### src/rtl/password_ctrl.sv
// Four-digit password lock sequencer: synchronizes the enter/clear buttons and walks IDLE -> D2..D4 -> DONE/ERROR.
// The failure lockout (LOCK state, MAX_TRIES, LOCK_CYC) exists only when PWD_LOCKOUT_EN is defined.
module password_ctrl #(
    parameter logic [15:0] CODE        = 16'h1234,
    parameter int          MAX_TRIES   = 3,
    parameter int          TIMEOUT_CYC = 50000000,
    parameter int          HOLD_CYC    = 100000000,
    parameter int          LOCK_CYC    = 500000000,
    parameter int          TMR_W       = 29
) (
    input  logic       clk,
    input  logic       rst,
    input  logic [3:0] digit_in,
    input  logic       enter,
    input  logic       clear,
    output logic [3:0] state,
    output logic       unlock,
    output logic       locked,
    output logic [2:0] fail_cnt
);

    localparam logic [3:0] S_IDLE  = 4'd0;
    localparam logic [3:0] S_D2    = 4'd1;
    localparam logic [3:0] S_D3    = 4'd2;
    localparam logic [3:0] S_D4    = 4'd3;
    localparam logic [3:0] S_DONE  = 4'd4;
    localparam logic [3:0] S_ERROR = 4'd5;
    localparam logic [3:0] S_LOCK  = 4'd6;

`ifdef PWD_LOCKOUT_EN
    localparam bit LOCK_EN = 1'b1;
`else
    localparam bit LOCK_EN = 1'b0;
`endif

    logic [2:0]       ent_sync_q, ent_sync_d;
    logic [2:0]       clr_sync_q, clr_sync_d;
    logic [3:0]       state_q, state_d;
    logic [TMR_W-1:0] timer_q, timer_d;
    logic             mis_q, mis_d;
    logic [2:0]       fail_q, fail_d;
    logic             unlock_q, unlock_d;
    logic             locked_q, locked_d;

    logic       ent_ev, clr_ev;
    logic [3:0] code_nib;
    logic       mis_next;
    logic [2:0] fail_sat;

    // Bit 0/1 are the synchronizer pair, bit 2 is the edge-detect delay.
    assign ent_sync_d = {ent_sync_q[1:0], enter};
    assign clr_sync_d = {clr_sync_q[1:0], clear};
    assign ent_ev     = ent_sync_q[1] & ~ent_sync_q[2];
    assign clr_ev     = clr_sync_q[1] & ~clr_sync_q[2];
    assign fail_sat   = (fail_q == 3'd7) ? 3'd7 : fail_q + 3'd1;

    always_ff @(posedge clk) begin
        if (!rst) begin
            ent_sync_q <= '0;
            clr_sync_q <= '0;
            state_q    <= S_IDLE;
            timer_q    <= '0;
            mis_q      <= 1'b0;
            fail_q     <= '0;
            unlock_q   <= 1'b0;
            locked_q   <= 1'b0;
        end else begin
            ent_sync_q <= ent_sync_d;
            clr_sync_q <= clr_sync_d;
            state_q    <= state_d;
            timer_q    <= timer_d;
            mis_q      <= mis_d;
            fail_q     <= fail_d;
            unlock_q   <= unlock_d;
            locked_q   <= locked_d;
        end
    end

    always_comb begin
        code_nib = CODE[3:0];
        case (state_q)
            S_D2:    code_nib = CODE[11:8];
            S_D3:    code_nib = CODE[7:4];
            default: code_nib = CODE[3:0];
        endcase
        mis_next = mis_q | (digit_in != code_nib);
    end

    always_comb begin
        state_d = state_q;
        timer_d = timer_q;
        mis_d   = mis_q;
        fail_d  = fail_q;
        case (state_q)
            S_IDLE: begin
                if (ent_ev) begin
                    mis_d   = (digit_in != CODE[15:12]);
                    state_d = S_D2;
                    timer_d = '0;
                end
            end
            S_D2, S_D3, S_D4: begin
                // Abort beats timeout, timeout beats a digit entry.
                if (clr_ev) begin
                    state_d = S_IDLE;
                    mis_d   = 1'b0;
                    timer_d = '0;
                end else if (timer_q == TMR_W'(TIMEOUT_CYC - 1)) begin
                    state_d = S_ERROR;
                    fail_d  = fail_sat;
                    timer_d = '0;
                end else if (ent_ev) begin
                    mis_d   = mis_next;
                    timer_d = '0;
                    if (state_q == S_D2) begin
                        state_d = S_D3;
                    end else if (state_q == S_D3) begin
                        state_d = S_D4;
                    end else if (mis_next) begin
                        state_d = S_ERROR;
                        fail_d  = fail_sat;
                    end else begin
                        state_d = S_DONE;
                        fail_d  = '0;
                    end
                end else begin
                    timer_d = timer_q + 1'b1;
                end
            end
            S_DONE: begin
                if (clr_ev) begin
                    state_d = S_IDLE;
                    timer_d = '0;
                end
            end
            S_ERROR: begin
                if (timer_q == TMR_W'(HOLD_CYC - 1)) begin
                    timer_d = '0;
                    state_d = (LOCK_EN && int'(fail_q) >= MAX_TRIES) ? S_LOCK : S_IDLE;
                end else begin
                    timer_d = timer_q + 1'b1;
                end
            end
            S_LOCK: begin
                if (!LOCK_EN) begin
                    state_d = S_IDLE;
                    timer_d = '0;
                end else if (timer_q == TMR_W'(LOCK_CYC - 1)) begin
                    state_d = S_IDLE;
                    fail_d  = '0;
                    timer_d = '0;
                end else begin
                    timer_d = timer_q + 1'b1;
                end
            end
            default: begin
                state_d = S_IDLE;
                timer_d = '0;
                mis_d   = 1'b0;
            end
        endcase
    end

    // Status flags follow the next state so they flip on the same edge as state.
    always_comb begin
        unlock_d = (state_d == S_DONE);
        locked_d = LOCK_EN && (state_d == S_LOCK);
    end

    assign state    = state_q;
    assign unlock   = unlock_q;
    assign locked   = locked_q;
    assign fail_cnt = fail_q;

endmodule

### config.mk
export PLATFORM = sky130hd
export DESIGN_NAME = password_ctrl
export DESIGN_NICKNAME = d
export VERILOG_FILES = /design/src/rtl/password_ctrl.sv
export SDC_FILE = /design/constraint.sdc
export NUM_CORES = 1
export LEC_CHECK = 0
export CORE_ASPECT_RATIO = 1.1
export CORE_MARGIN = 3
export CORE_UTILIZATION = 58
export DETAILED_ROUTE_END_ITERATION = 8
export PLACE_DENSITY = 0.87
export SYNTH_ARGS = -nofsm -noshare
export SYNTH_HDL_FRONTEND = slang
export SYNTH_SLANG_ARGS = --single-unit
### constraint.sdc
create_clock -name clk -period 2.5 [get_ports clk]
set_input_delay 0.375 -clock clk [delete_from_list [all_inputs] [get_ports clk]]
set_output_delay 0.375 -clock clk [all_outputs]
set_load 0.05 [all_outputs]
==> run metrics, run 1 <==
status complete, no violations; maximum fanout along the worst path 4; core area 3741 um2; crit share post-route 0.9306; pwr/cell area between 400 and 500 nW/um2; met2 wire length around 2800 um; Worst Path Buf+Inv 0; CP arrival approximately 2.6 ns; largest cells by area after synthesis dfxtp_1 38%, nand2_1 4.5%, a31oi_1 4.3%; TritonCTS clock tree built; Seq/Total Area, Yosys 0.3781; Seq cells post-synth 44; Setup TNS 0 ns; number of distinct library cells after synthesis 53; CP delay by family, top simple AND/OR/NAND/NOR gates; Synth async-reset ratio 0; max_cap viols 0; Fmax approximately 0.43 GHz; via count 2276; CTS max path bufs 2; worst hold path depth 1; normalized max-slew margin 0.6675; via count of the first global-routing pass ~2300; CP cell instances or4_4 > or4_4 > o21ai_4 > o31ai_1 > or3_1 > a211oi_2; Slew Limit Fails 0; row count 23; largest net degree at the start of global routing 18; DP Wirelength 4060 um; worst hold slack ~0.43 ns; CTS buffer count 5; RSZ-0062 raised after global routing no; CTS sink cnt 44; Worst-Margin Slew between 0.4 and 0.5 ns; Main synth FF type dfxtp_1; YS warnings 0; metal3 WL 415 um; Layout Skew roughly 0.0087 ns; Final ANT Viol Nets 0; RD Place Congestion ~0.9; placed inst area approximately 2700 um2; GR Overflow Total 0; initial antenna violation count 0; share of the synthesized area in the top cell type 0.3781; final hold violation count 0; non-filler instance count after layout 367; post-route cell area about 2800 um2; drt initial violations 209; Residual DRC 0; Reg2Reg Setup Slack between 0.15 and 0.2 ns; min Tclk post-route between 2 and 2.5 ns; root buffer cell clkbuf_8; Port Buf Inserts 15; fillers between 200 and 300; crit end category register; Cells after Synth 283; Clock Latency Late Sink 0.30 ns; worst stage delay on the critical path approximately 0.54 ns; GR Util All Layers 0.2592; Crit path top cell by count or4_4; WS Path Type register to register; M1 WL 2332 um; DRT Pass-1 Iters 4; first-pass GRT wire length around 9700 um; Finish-stage setup viols 0; Horiz. Die Dim 66.43 um; I/O Pins 17; WHS Endpoint clr_sync_q[1]$_SDFF_PN0_; wire per inst 15.35 um; n_diodes 0; leakage power 0.9472 nW; CP Launch Type register; htree depth 2; wirelength, routed between 5000 and 6000 um; area grow syn2layout 18.85%; worst vdd ir 327.1 uV; Worst R2R Start timer_q[28]$_SDFFE_PN0P_; mapped cell area 2330 um2; Hold WC Path Type register to register; fin worst setup slack 0.1735 ns; Final #Nets approximately 330; die height about 72 um; Post-synth EDFFs 0; Clk pin slew, worst setup/hold paths 0.08 ns; Die ar. roughly 4800 um2; layout cell share with drive strength beyond 1 0.1262; Worst EP required 2.72 ns; Avg Cell Area, Syn 8.232 um2; Via density about 6.2; R2R cell count 6; Post-Place Setup Slack -0.09917 ns; slowest cell on the critical path or4_4; Starting Density 0.6227; worst hold start clr_sync_q[0]$_SDFF_PN0_; Max Used Layer met4; leading area contributor after synthesis dfxtp_1; dpl cells 359; RR Endpoint unlock$_SDFF_PN0_
## registers in the layout, indices dropped and copies added, names as in the netlist
name / flops
state: 4
ent_sync_q: 3
unlock: 1
fail_cnt: 3
clr_sync_q: 3
mis_q: 1
timer_q: 29
## layout make-up
type                    instances  area [um2]  share of cell area
multi-input cells             226        1389              0.5016
flip-flops and latches         44       880.8              0.3181
repair buffers                 36       332.8              0.1202
clock buffers                   6       82.58             0.02982
well taps                      50       62.56             0.02259
inverters                       3       11.26            0.004067
clock inverters                 2       10.01            0.003615
## where the power goes
part           switching [mW]  total, mW  internal [mW]
sequential            0.00573      0.713          0.707
clock                   0.238      0.459          0.221
combinational          0.0538     0.0967         0.0429
total                   0.298       1.27          0.970
## how the worst max path moves through the flow
stage	endpoint	start	cells after the start	slack (ns)
5_1_grt	unlock$_SDFF_PN0_	timer_q[0]$_SDFFE_PN0P_	7	0.06
3_5_place_dp	fail_cnt[0]$_SDFFE_PN0P_	digit_in[1]	7	-0.1
4_1_cts	unlock$_SDFF_PN0_	timer_q[0]$_SDFFE_PN0P_	7	0.13
2_1_floorplan	timer_q[18]$_SDFFE_PN0P_	state[1]$_SDFF_PN0_	8	0.03
3_3_place_gp	fail_cnt[0]$_SDFFE_PN0P_	digit_in[2]	7	-0.05
6_report	unlock$_SDFF_PN0_	timer_q[28]$_SDFFE_PN0P_	6	0.17
## layer usage
metal | global-route usage | vias to the layer above
met2 | 0.4333 | 96
met4 | 0.1377 | 0
met5 | 0 | -
met3 | 0.05418 | 9
met1 | 0.3088 | 1060
li1 | - | 1111
## worst register-to-register path, stage by stage, from the launching register on
cell and delay, ns:
dfxtp_1 0.34, or4_4 0.54, or4_4 0.52, o21ai_4 0.21, o31ai_1 0.09, or3_1 0.34, a211oi_2 0.21
## kinds of logic after synthesis
kind of cell	count (synthesis)	share of synthesized area
multiplexers	1	0.004297
AO/OA/AOI/OAI	62	0.1821
flip-flops	44	0.3781
buffers and inverters	14	0.02954
AND/OR/NAND/NOR	146	0.3448
XOR/XNOR	13	0.04887
other	1	0.001610
adder cells (fa/ha/maj)	2	0.01074
## stage by stage
stage	utilization	total power, mW
after floorplan	-	0.7819
after global placement	0.7140	0.8223
after detailed placement	0.7140	0.8238
after CTS	0.7388	1.279
after global routing	0.7401	1.314
final	0.7401	1.268
## cell usage in the layout (no fill, tap or decap), types with 2 or more instances in the layout
cell type,n
dfxtp_1,44
nand2_1,28
nor2_1,26
buf_4,19
a31oi_1,16
nand3_1,15
clkdlybuf4s50_1,15
nand4_1,11
a21oi_1,11
xor2_1,10
o21ai_0,10
and2_1,9
nor2b_1,8
nor4_1,7
nor3_1,7
clkbuf_8,6
or3_1,5
and3_1,5
nand2b_1,4
inv_1,3
or2_2,3
nor4bb_1,3
and4_1,3
xnor2_1,3
a211oi_1,3
o31ai_1,3
or4_4,2
and4b_1,2
nor3b_1,2
o211ai_1,2
o21a_1,2
o22ai_1,2
nor4b_1,2
ha_1,2
conb_1,2
clkinv_2,2
buf_12,2
## Yosys cell counts (7+ instances only)
cell type and n:
a21oi_1 11, xor2_1 10, nor2_1 26, dfxtp_1 44
and2_1 9, o21ai_0 10, nand4_1 11, a31oi_1 16
nand3_1 16, nand2_1 28, nor3_1 7, nor4_1 7
nor2b_1 8
## repair_timing
item	4_1_cts	5_1_grt
resized for setup	0	1
hold buffers	0	0
setup buffers	0	0
endpoints found under the setup margin	0	7
No activity file was read; power rests on OpenSTA's default activity.
==> run 2: changes to the inputs <==
PLACE_DENSITY = 0.79   (was 0.87)
==> run 2 against run 1 <==
- count of clock-buffer cells in the layout grew 1
- largest cell class unchanged
- critical path depth is the same
- highest routed layer unchanged
- critical endpoint unchanged
- clock skew shrank 0.0065 ns
==> run metrics, run 2 (synthesis results as in run 1) <==
Clk pin slew, worst setup/hold paths 0.08 ns (about the same); root buffer cell clkbuf_8; CTS sink cnt 44 (unchanged); fillers 296 (+3.1%); CP delay by family, top simple AND/OR/NAND/NOR gates; die height 72.47 um (unchanged); CTS max path bufs 2 (unchanged); GR Util All Layers 0.2547 (-0.004573); commonest non-fill, non-tap cells in the layout 44 x dfxtp_1, 28 x nand2_1, 26 x nor2_1; normalized max-slew margin 0.6682 (+0.0006800); row count 23 (unchanged); final core utilization 0.7375 (-0.002676); Residual DRC 0 (unchanged); Worst Path Buf+Inv 0 (unchanged); Slew Limit Fails 0 (unchanged); GR Overflow Total 0 (unchanged); Final ANT Viol Nets 0 (unchanged); DP Wirelength 4003 um (-1.4%); leakage power 0.9284 nW (-2.0%); most common cell after layout, fill and taps aside dfxtp_1; RD Place Congestion 0.8900 (+1.8%); drt initial violations 274 (+31%); non-filler instance count after layout 366 (-0.27%); worst vdd ir 258.7 uV (-21%); wire per inst 14.79 um (-3.6%); Starting Density 0.6227 (unchanged); net switching power 288.4 uW (-3.2%); layout cell share with drive strength beyond 1 0.1266 (+0.0003993); Via density 6.333 (+2.1%); cell-internal power 973.7 uW (+0.36%); Worst-Margin Slew 0.4940 ns (-0.003263 ns); via count of the first global-routing pass 2145 (-5.8%); htree depth 2 (unchanged); WS Path Type register to register; crit end category register; CP Launch Type register; Crit path top cell by count or4_4; placed inst area 2651 um2 (-0.75%); final hold violation count 0 (unchanged); Hold WC Path Type register to register; dpl cells 358 (-0.28%); first-pass GRT wire length 9653 um (-0.57%); area grow syn2layout 18.42%; Finish-stage setup viols 0 (unchanged); core area 3741 um2 (unchanged); Net Sw Frac 0.2285 (-0.006352); fin worst setup slack 0.1270 ns (-0.04657 ns); min Tclk post-route 2.373 ns (+0.04657 ns); worst hold slack 0.4468 ns (+0.01755 ns); Clock Latency Late Sink 0.29 ns (about the same); slowest cell on the critical path or4_4; maximum fanout along the worst path 8 (+4); CP arrival 2.59 ns (+0.04 ns); crit share post-route 0.9492 (+0.01863); TritonCTS clock tree built; status complete, no violations; initial antenna violation count 0 (unchanged); clock power share 0.361 (about the same); CTS buffer count 5 (unchanged); Reg power frac 0.564 (+0.002); wirelength, routed 5414 um (-3.9%); RSZ-0062 raised after global routing no; pwr/cell area 457.5 nW/um2 (-0.10%); Worst EP required 2.72 ns (about the same); Gate power share 0.075 (about the same); Post-Place Setup Slack -0.07013 ns (+0.02904 ns); via count 2318 (+1.8%); Layout Skew 0.002188 ns (-0.006491 ns); I/O Pins 17 (unchanged); max reg flops 29 (unchanged); DRT Pass-1 Iters 5 (+1); post-route cell area 2759 um2 (-0.36%); Horiz. Die Dim 66.43 um (unchanged); largest net degree at the start of global routing 18 (unchanged); Fmax 0.4214 GHz (-2.0%); cts hold-fix bufs 0 (unchanged); Die ar. 4814 um2 (unchanged); Reg2Reg Setup Slack 0.13 ns (-0.05 ns); Power, Total 1.262 mW (-0.47%); worst stage delay on the critical path 0.56 ns (+0.02 ns); Setup TNS 0 ns (unchanged); max_cap viols 0 (unchanged); Port Buf Inserts 15 (unchanged); Biggest register timer_q; n_diodes 0 (unchanged); Final #Nets 325 (-0.31%); CP cell instances or4_4 > or4_4 > o21ai_4 > o31ai_1 > or3_1 > a211oi_2
run 2: cell count changes in the layout (fill, tap and decap cells not counted), sizes merged:
cell / before / now
clkinvlp: 0 / 1
clkbuf: 6 / 7
buf: 21 / 20
clkinv: 2 / 0
run 2: per-layer routing:
metal	part of all wire	global-route usage	vias to the layer above
li1	-	-	1121
met1	0.42	0.3085	1061
met2	0.49	0.4322	114
met3	0.073	0.06192	22
met4	0.023	0.09707	0
met5	0	0	-
run 2: worst paths after layout:
check / cells after the start / start / end
hold reg to reg: 1 / ent_sync_q[0]$_SDFF_PN0_ / ent_sync_q[1]$_SDFF_PN0_
setup reg to reg: 6 / timer_q[8]$_SDFFE_PN0P_ / unlock$_SDFF_PN0_
hold / removal: 1 / ent_sync_q[0]$_SDFF_PN0_ / ent_sync_q[1]$_SDFF_PN0_
setup / recovery: 6 / timer_q[8]$_SDFFE_PN0P_ / unlock$_SDFF_PN0_
run 2: what timing repair did:
action / in CTS / in global routing
buffers inserted: 0 / 0
resized for setup: 0 / 3
setup endpoints to repair: 0 / 7
run 2: worst reg2reg max path, stage by stage (launching register included):
cell and delay, ns:
dfxtp_1 0.39, or4_4 0.56, or4_4 0.52, o21ai_4 0.21, o31ai_1 0.09, or3_1 0.34, a211oi_2 0.19
run 2: area by class of cell:
cell class,instances,area [um2],area share
multi-input combinational,226,1398,0.5066
inverter,3,11.26,0.004082
sequential,44,880.8,0.3193
clock buffer,7,86.33,0.03129
tap,50,62.56,0.02268
timing repair buffer,35,312.8,0.1134
clock inverter,1,7.507,0.002721
run 2: power groups by stage:
stage	logic (mW)	registers, mW	clock network [mW]
floorplan	0.0507	0.731	0
detailed placement	0.0935	0.729	0
CTS	0.0944	0.712	0.464
finish	0.0948	0.712	0.455
global route	0.104	0.714	0.499
global placement	0.0935	0.729	0
==> run 3: changes to the inputs <==
==> constraint.sdc (replaced) <==
create_clock -name clk -period 2.5 [get_ports clk]
set_input_delay 0.5 -clock clk [delete_from_list [all_inputs] [get_ports clk]]
set_output_delay 0.5 -clock clk [all_outputs]
set_load 0.05 [all_outputs]
==> run 3 against run 2 <==
- critical path depth rose by 1
- wire length increased by 7.1%
- final area increased by 1.5%
- die area is the same
- sequential share of layout area down 0.48 points
- flip-flop and latch count did not move
- count of clock-buffer cells in the layout down 1
- non-clock buffer count up 7
- final cell count is 1.9% higher
- critical endpoint unchanged
==> run metrics, run 3 (synthesis results as in run 1) <==
CTS buffer count 5 (unchanged); CTS max path bufs 2 (unchanged); Worst EP required 2.72 ns (about the same); Layout Skew 0.01113 ns (+0.008938 ns); largest net degree at the start of global routing 18 (unchanged); core area 3741 um2 (unchanged); most common cell after layout, fill and taps aside dfxtp_1; wirelength, routed 5798 um (+7.1%); Port Buf Inserts 15 (unchanged); crit end category register; Worst-Margin Slew 0.6163 ns (+0.1223 ns); root buffer cell clkbuf_8; wire per inst 15.54 um (+5.1%); Clock Latency Late Sink 0.30 ns (about the same); area grow syn2layout 20.25%; via count 2316 (-0.086%); normalized max-slew margin 0.5860 (-0.08218); die height 72.47 um (unchanged); Finish-stage setup viols 0 (unchanged); Biggest register timer_q; commonest non-fill, non-tap cells in the layout 44 x dfxtp_1, 28 x nand2_1, 26 x nor2_1, 26 x buf_4; post-route cell area 2801 um2 (+1.5%); max reg flops 29 (unchanged); status complete, no violations; WS Path Type input pin to register; first-pass GRT wire length 10010 um (+3.6%); slowest cell on the critical path or4b_2; layout cell share with drive strength beyond 1 0.1424 (+0.01583); row count 23 (unchanged); setup bufs post-CTS 0 (unchanged); CP Launch Type input pin; DP Wirelength 4147 um (+3.6%); TritonCTS clock tree built; maximum fanout along the worst path 2 (-6); Worst Path Buf+Inv 1 (+1); Fmax 0.4139 GHz (-1.8%); Final #Nets 332 (+2.2%); min Tclk post-route 2.416 ns (+0.04287 ns); pwr/cell area 453.7 nW/um2 (-0.84%); Via density 6.209 (-2.0%); RD Place Congestion 0.8840 (-0.67%); max_cap viols 0 (unchanged); crit share post-route 0.9664 (+0.01715); Horiz. Die Dim 66.43 um (unchanged); Die ar. 4814 um2 (unchanged); worst stage delay on the critical path 0.60 ns (+0.04 ns); fin worst setup slack 0.08410 ns (-0.04287 ns); via count of the first global-routing pass 2279 (+6.2%); CP delay by family, top simple AND/OR/NAND/NOR gates; Starting Density 0.6227 (unchanged); Residual DRC 0 (unchanged); CP cell instances clkdlybuf4s50_1 > or4b_2 > or2_2 > nor2_1 > nor4_1 > or3_1 > a211oi_2; Slew Limit Fails 0 (unchanged); Clk pin slew, worst setup/hold paths 0.09 ns (about the same); placed inst area 2704 um2 (+2.0%); final core utilization 0.7488 (+0.01137); CP arrival 2.64 ns (+0.05 ns); final hold violation count 0 (unchanged); htree depth 2 (unchanged); n_diodes 0 (unchanged); CTS sink cnt 44 (unchanged); Hold WC Path Type register to register; GR Util All Layers 0.2653 (+0.01060); leakage power 0.9743 nW (+4.9%); Post-Place Setup Slack -0.2139 ns (-0.1438 ns); drt initial violations 285 (+4.0%); Final ANT Viol Nets 0 (unchanged); DRT Pass-1 Iters 5 (unchanged); GR Overflow Total 0 (unchanged); initial antenna violation count 0 (unchanged); worst vdd ir 499.2 uV (+93%); I/O Pins 17 (unchanged)
==> run 3: routing by layer <==
layer  vias to the layer above  wire length, um  track usage
met1                      1074             2476       0.3223
met4                         0              107       0.1129
met3                        13              370      0.04644
li1                       1130                -            -
met2                        99             2844       0.4564
met5                         -                0            0
==> run 3: worst paths after layout <==
kind                            start  slack [ns]                  endpoint  cells after the start
max                       digit_in[2]        0.08         unlock$_SDFF_PN0_                      7
min          ent_sync_q[0]$_SDFF_PN0_        0.43  ent_sync_q[1]$_SDFF_PN0_                      1
max reg2reg   timer_q[1]$_SDFFE_PN0P_        0.12  timer_q[26]$_SDFFE_PN0P_                      8
min reg2reg  ent_sync_q[0]$_SDFF_PN0_        0.43  ent_sync_q[1]$_SDFF_PN0_                      1
==> run 3: layout make-up <==
| cell class | instances | area [um2] |
|---|---|---|
| multi-input combinational | 226 | 1389 |
| fill | 304 | 939.7 |
| sequential | 44 | 880.8 |
| timing repair buffer | 42 | 365.4 |
| clock buffer | 6 | 82.58 |
| tap | 50 | 62.56 |
| inverter | 3 | 11.26 |
| clock inverter | 2 | 10.01 |
==> run 3: per-stage QoR <==
stage                     instances  power, mW  setup TNS (ns)  hold WS, ns
after detailed placement        365     0.8271         -0.7803       0.4232
after floorplan                 284     0.7819               0       0.4119
after CTS                       373      1.283               0       0.4377
after global placement          365     0.8246         -0.6658       0.4132
final                           373      1.271               0       0.4266
after global routing            373      1.319         -0.2766       0.4611
==> run 3: power breakdown <==
group	internal (mW)	switching, mW
sequential	0.707	0.00502
combinational	0.0446	0.0556
clock	0.221	0.238
total	0.972	0.299
==> run 3: timing repair <==
action                                  4_1_cts  5_1_grt
hold buffers                                  0        0
gates resized for setup                       0        1
endpoints found under the setup margin        0        5
==> edit, RTL diff (flow settings as in run 2) <==
Change the parameter `TMR_W` from 29 to 58.
--- a/src/rtl/password_ctrl.sv
+++ b/src/rtl/password_ctrl.sv
@@ -7,5 +7,5 @@
     parameter int          HOLD_CYC    = 100000000,
     parameter int          LOCK_CYC    = 500000000,
-    parameter int          TMR_W       = 29
+    parameter int          TMR_W       = 58
 ) (
     input  logic       clk,
Formal check against the unedited RTL: no difference found for any inputs over 10 cycles, from zero or initial values and one cycle with rst low; that may be too few to reach the edited logic, so the function may still have changed.
==> edit against run 2 <==
- wire length up 48%
- sequential cell count rose by 29
- largest cell class unchanged
- final area is 54% higher
- non-clock buffer count grew 4
- area after synthesis grew 58%
- critical endpoint is now timer_q[52]
- critical path depth is 1 higher
- highest routed layer unchanged
- global-route usage down 1.3 points
- hold slack got worse by 0.0076 ns
- power increased by 89%
- cell count increased by 53%
- setup slack worse by 0.063 ns
- largest power group unchanged
==> edit: results (changes against run 2) <==
| Metric | Value |
|---|---|
| Status | `finished clean (unchanged)` |
| Wire length of the first global-routing pass | `13930 um (was 9653 um)` |
| Detailed-routing iteration count for the pre-antenna-repair pass | `4 (was 5)` |
| Number of inserted filler cells in the final layout | `484 (was 296)` |
| Placed instance area | `3989 um^2 (was 2651 um^2)` |
| Largest net degree at the start of global routing | `48 (was 18)` |
| Final-stage net count | `488 (was 325)` |
| Pre-CTS setup slack | `0.03999 ns (was -0.07013 ns)` |
| End of the worst register-to-register path | `timer_q[52] (was unlock)` |
| CTS H-Tree Depth | `3 (was 2)` |
| Vias in the first global route | `3120 (was 2145)` |
| CTS Buf Count | `9 (was 5)` |
| RePlAce Congestion | `0.8215 (was 0.8900)` |
| Fraction of the yosys area taken by sequential cells | `0.3961 (was 0.3781)` |
| Worst hold margin | `0.4393 ns (was 0.4468 ns)` |
| Share of layout cells above drive strength 1 | `0.09524 (was 0.1266)` |
| Peak per-stage delay on the critical path | `0.54 ns (was 0.56 ns)` |
| Leakage | `1.328 nW (was 0.9284 nW)` |
| Drt total wl | `8022 um (was 5414 um)` |
| Slack of the worst reg-to-reg path | `0.06 ns (was 0.13 ns)` |
| Slew margin rel. | `0.6319 (was 0.6682)` |
| Maximum ir drop on the vdd rail | `480.5 uV (was 258.7 uV)` |
| Distinct cells, synth | `50 (was 53)` |
| Detailed placer's ending HPWL | `5574 um (was 4003 um)` |
| Flip-flop count of the largest register, all copies and words added | `58 (was 29)` |
| Top cells by area, synth | `sky130_fd_sc_hd__dfxtp_1 (40%), sky130_fd_sc_hd__xnor2_1 (10%), sky130_fd_sc_hd__nor2_1 (7.2%), sky130_fd_sc_hd__nor4_1 (5.4%), sky130_fd_sc_hd__nor3_1 (3.3%) (was sky130_fd_sc_hd__dfxtp_1 (38%), sky130_fd_sc_hd__nand2_1 (4.5%), sky130_fd_sc_hd__a31oi_1 (4.3%), sky130_fd_sc_hd__nor2_1 (4.2%), sky130_fd_sc_hd__xor2_1 (3.8%))` |
| Critical-path maximum fanout | `20 (was 8)` |
| Library cell contributing the largest single delay on the critical path | `sky130_fd_sc_hd__or4_1 (was sky130_fd_sc_hd__or4_4)` |
| Later-pin clock latency in the skew report | `0.35 ns (was 0.29 ns)` |
| R2R depth | `7 (was 6)` |
[edit: cell count changes in the layout (fill, tap and decap cells not counted), moves of 7 or more]
cell / before / now
sky130_fd_sc_hd__a31oi_1: 16 / 2
sky130_fd_sc_hd__inv_1: 3 / 14
sky130_fd_sc_hd__nor3_1: 7 / 24
sky130_fd_sc_hd__nor2b_1: 8 / 1
sky130_fd_sc_hd__xnor2_1: 3 / 44
sky130_fd_sc_hd__dfxtp_1: 44 / 73
sky130_fd_sc_hd__nor2_1: 26 / 71
sky130_fd_sc_hd__nand4_1: 11 / 19
sky130_fd_sc_hd__nor4_1: 5 / 30
[edit: cell type report]
type                    count  area, um^2  area share
multi-input cells         341        2056      0.4834
clock inverters             5       102.6     0.02412
inverters                  14       52.55     0.01236
flip-flops and latches     73        1461      0.3436
well taps                  77       96.34     0.02265
clock buffers              11       141.4     0.03325
repair buffers             39       342.8     0.08061
[edit: cell families after synthesis]
family / count (synthesis) / share of synthesized area
AOI/OAI and AO/OA: 35 / 0.06070
xor gates and xnor gates: 55 / 0.1306
adders and majority gates: 2 / 0.006781
buffers and inverters: 36 / 0.05120
DFF: 73 / 0.3961
other: 1 / 0.001016
and+or+nand+nor: 247 / 0.3537
[edit: through the flow]
step | total power [mW] | cells
floorplan | 1.264 | 450
global placement | 1.291 | 543
detailed placement | 1.292 | 543
CTS | 2.403 | 559
global route | 2.475 | 560
finish | 2.389 | 560
[edit: report_power, final]
group / internal [mW] / switching (mW)
logic: 0.0376 / 0.0564
clock network: 0.689 / 0.434
registers: 1.17 / 0.00400
[edit: how the worst max path moves through the flow]
| stage | from | end | slack, ns | cells past startpoint |
|---|---|---|---|---|
| global placement | timer_q[16] | timer_q[54] | 0.15 | 7 |
| CTS | timer_q[16] | timer_q[52] | 0.03 | 7 |
| detailed placement | timer_q[16] | timer_q[52] | 0.04 | 7 |
| global route | timer_q[16] | timer_q[32] | -0.03 | 7 |
| finish | timer_q[16] | timer_q[52] | 0.06 | 7 |
| floorplan | state[0] | timer_q[32] | 0.002 | 8 |
[edit: critical path, delay by kind of cell, from the launching register on]
family,cells,cell delay [ns]
simple gates,5,1.54
buf+inv,1,0.23
flops,1,0.39
xor+xnor,1,0.16
[edit: what timing repair did]
item,in CTS,in global routing
buffers inserted,0,1
resized for setup,0,2
setup endpoints to repair,0,12
[edit: per-layer routing]
metal  track usage  wire length (um)  share of wire  vias to the layer above
met4       0.09970               178          0.022                        0
met1        0.2839              3457           0.43                     1560
met2        0.4269              4044           0.50                       72
met5             0                 0              0                        -
li1              -                 -              -                     1642
met3       0.05190               341          0.043                       19
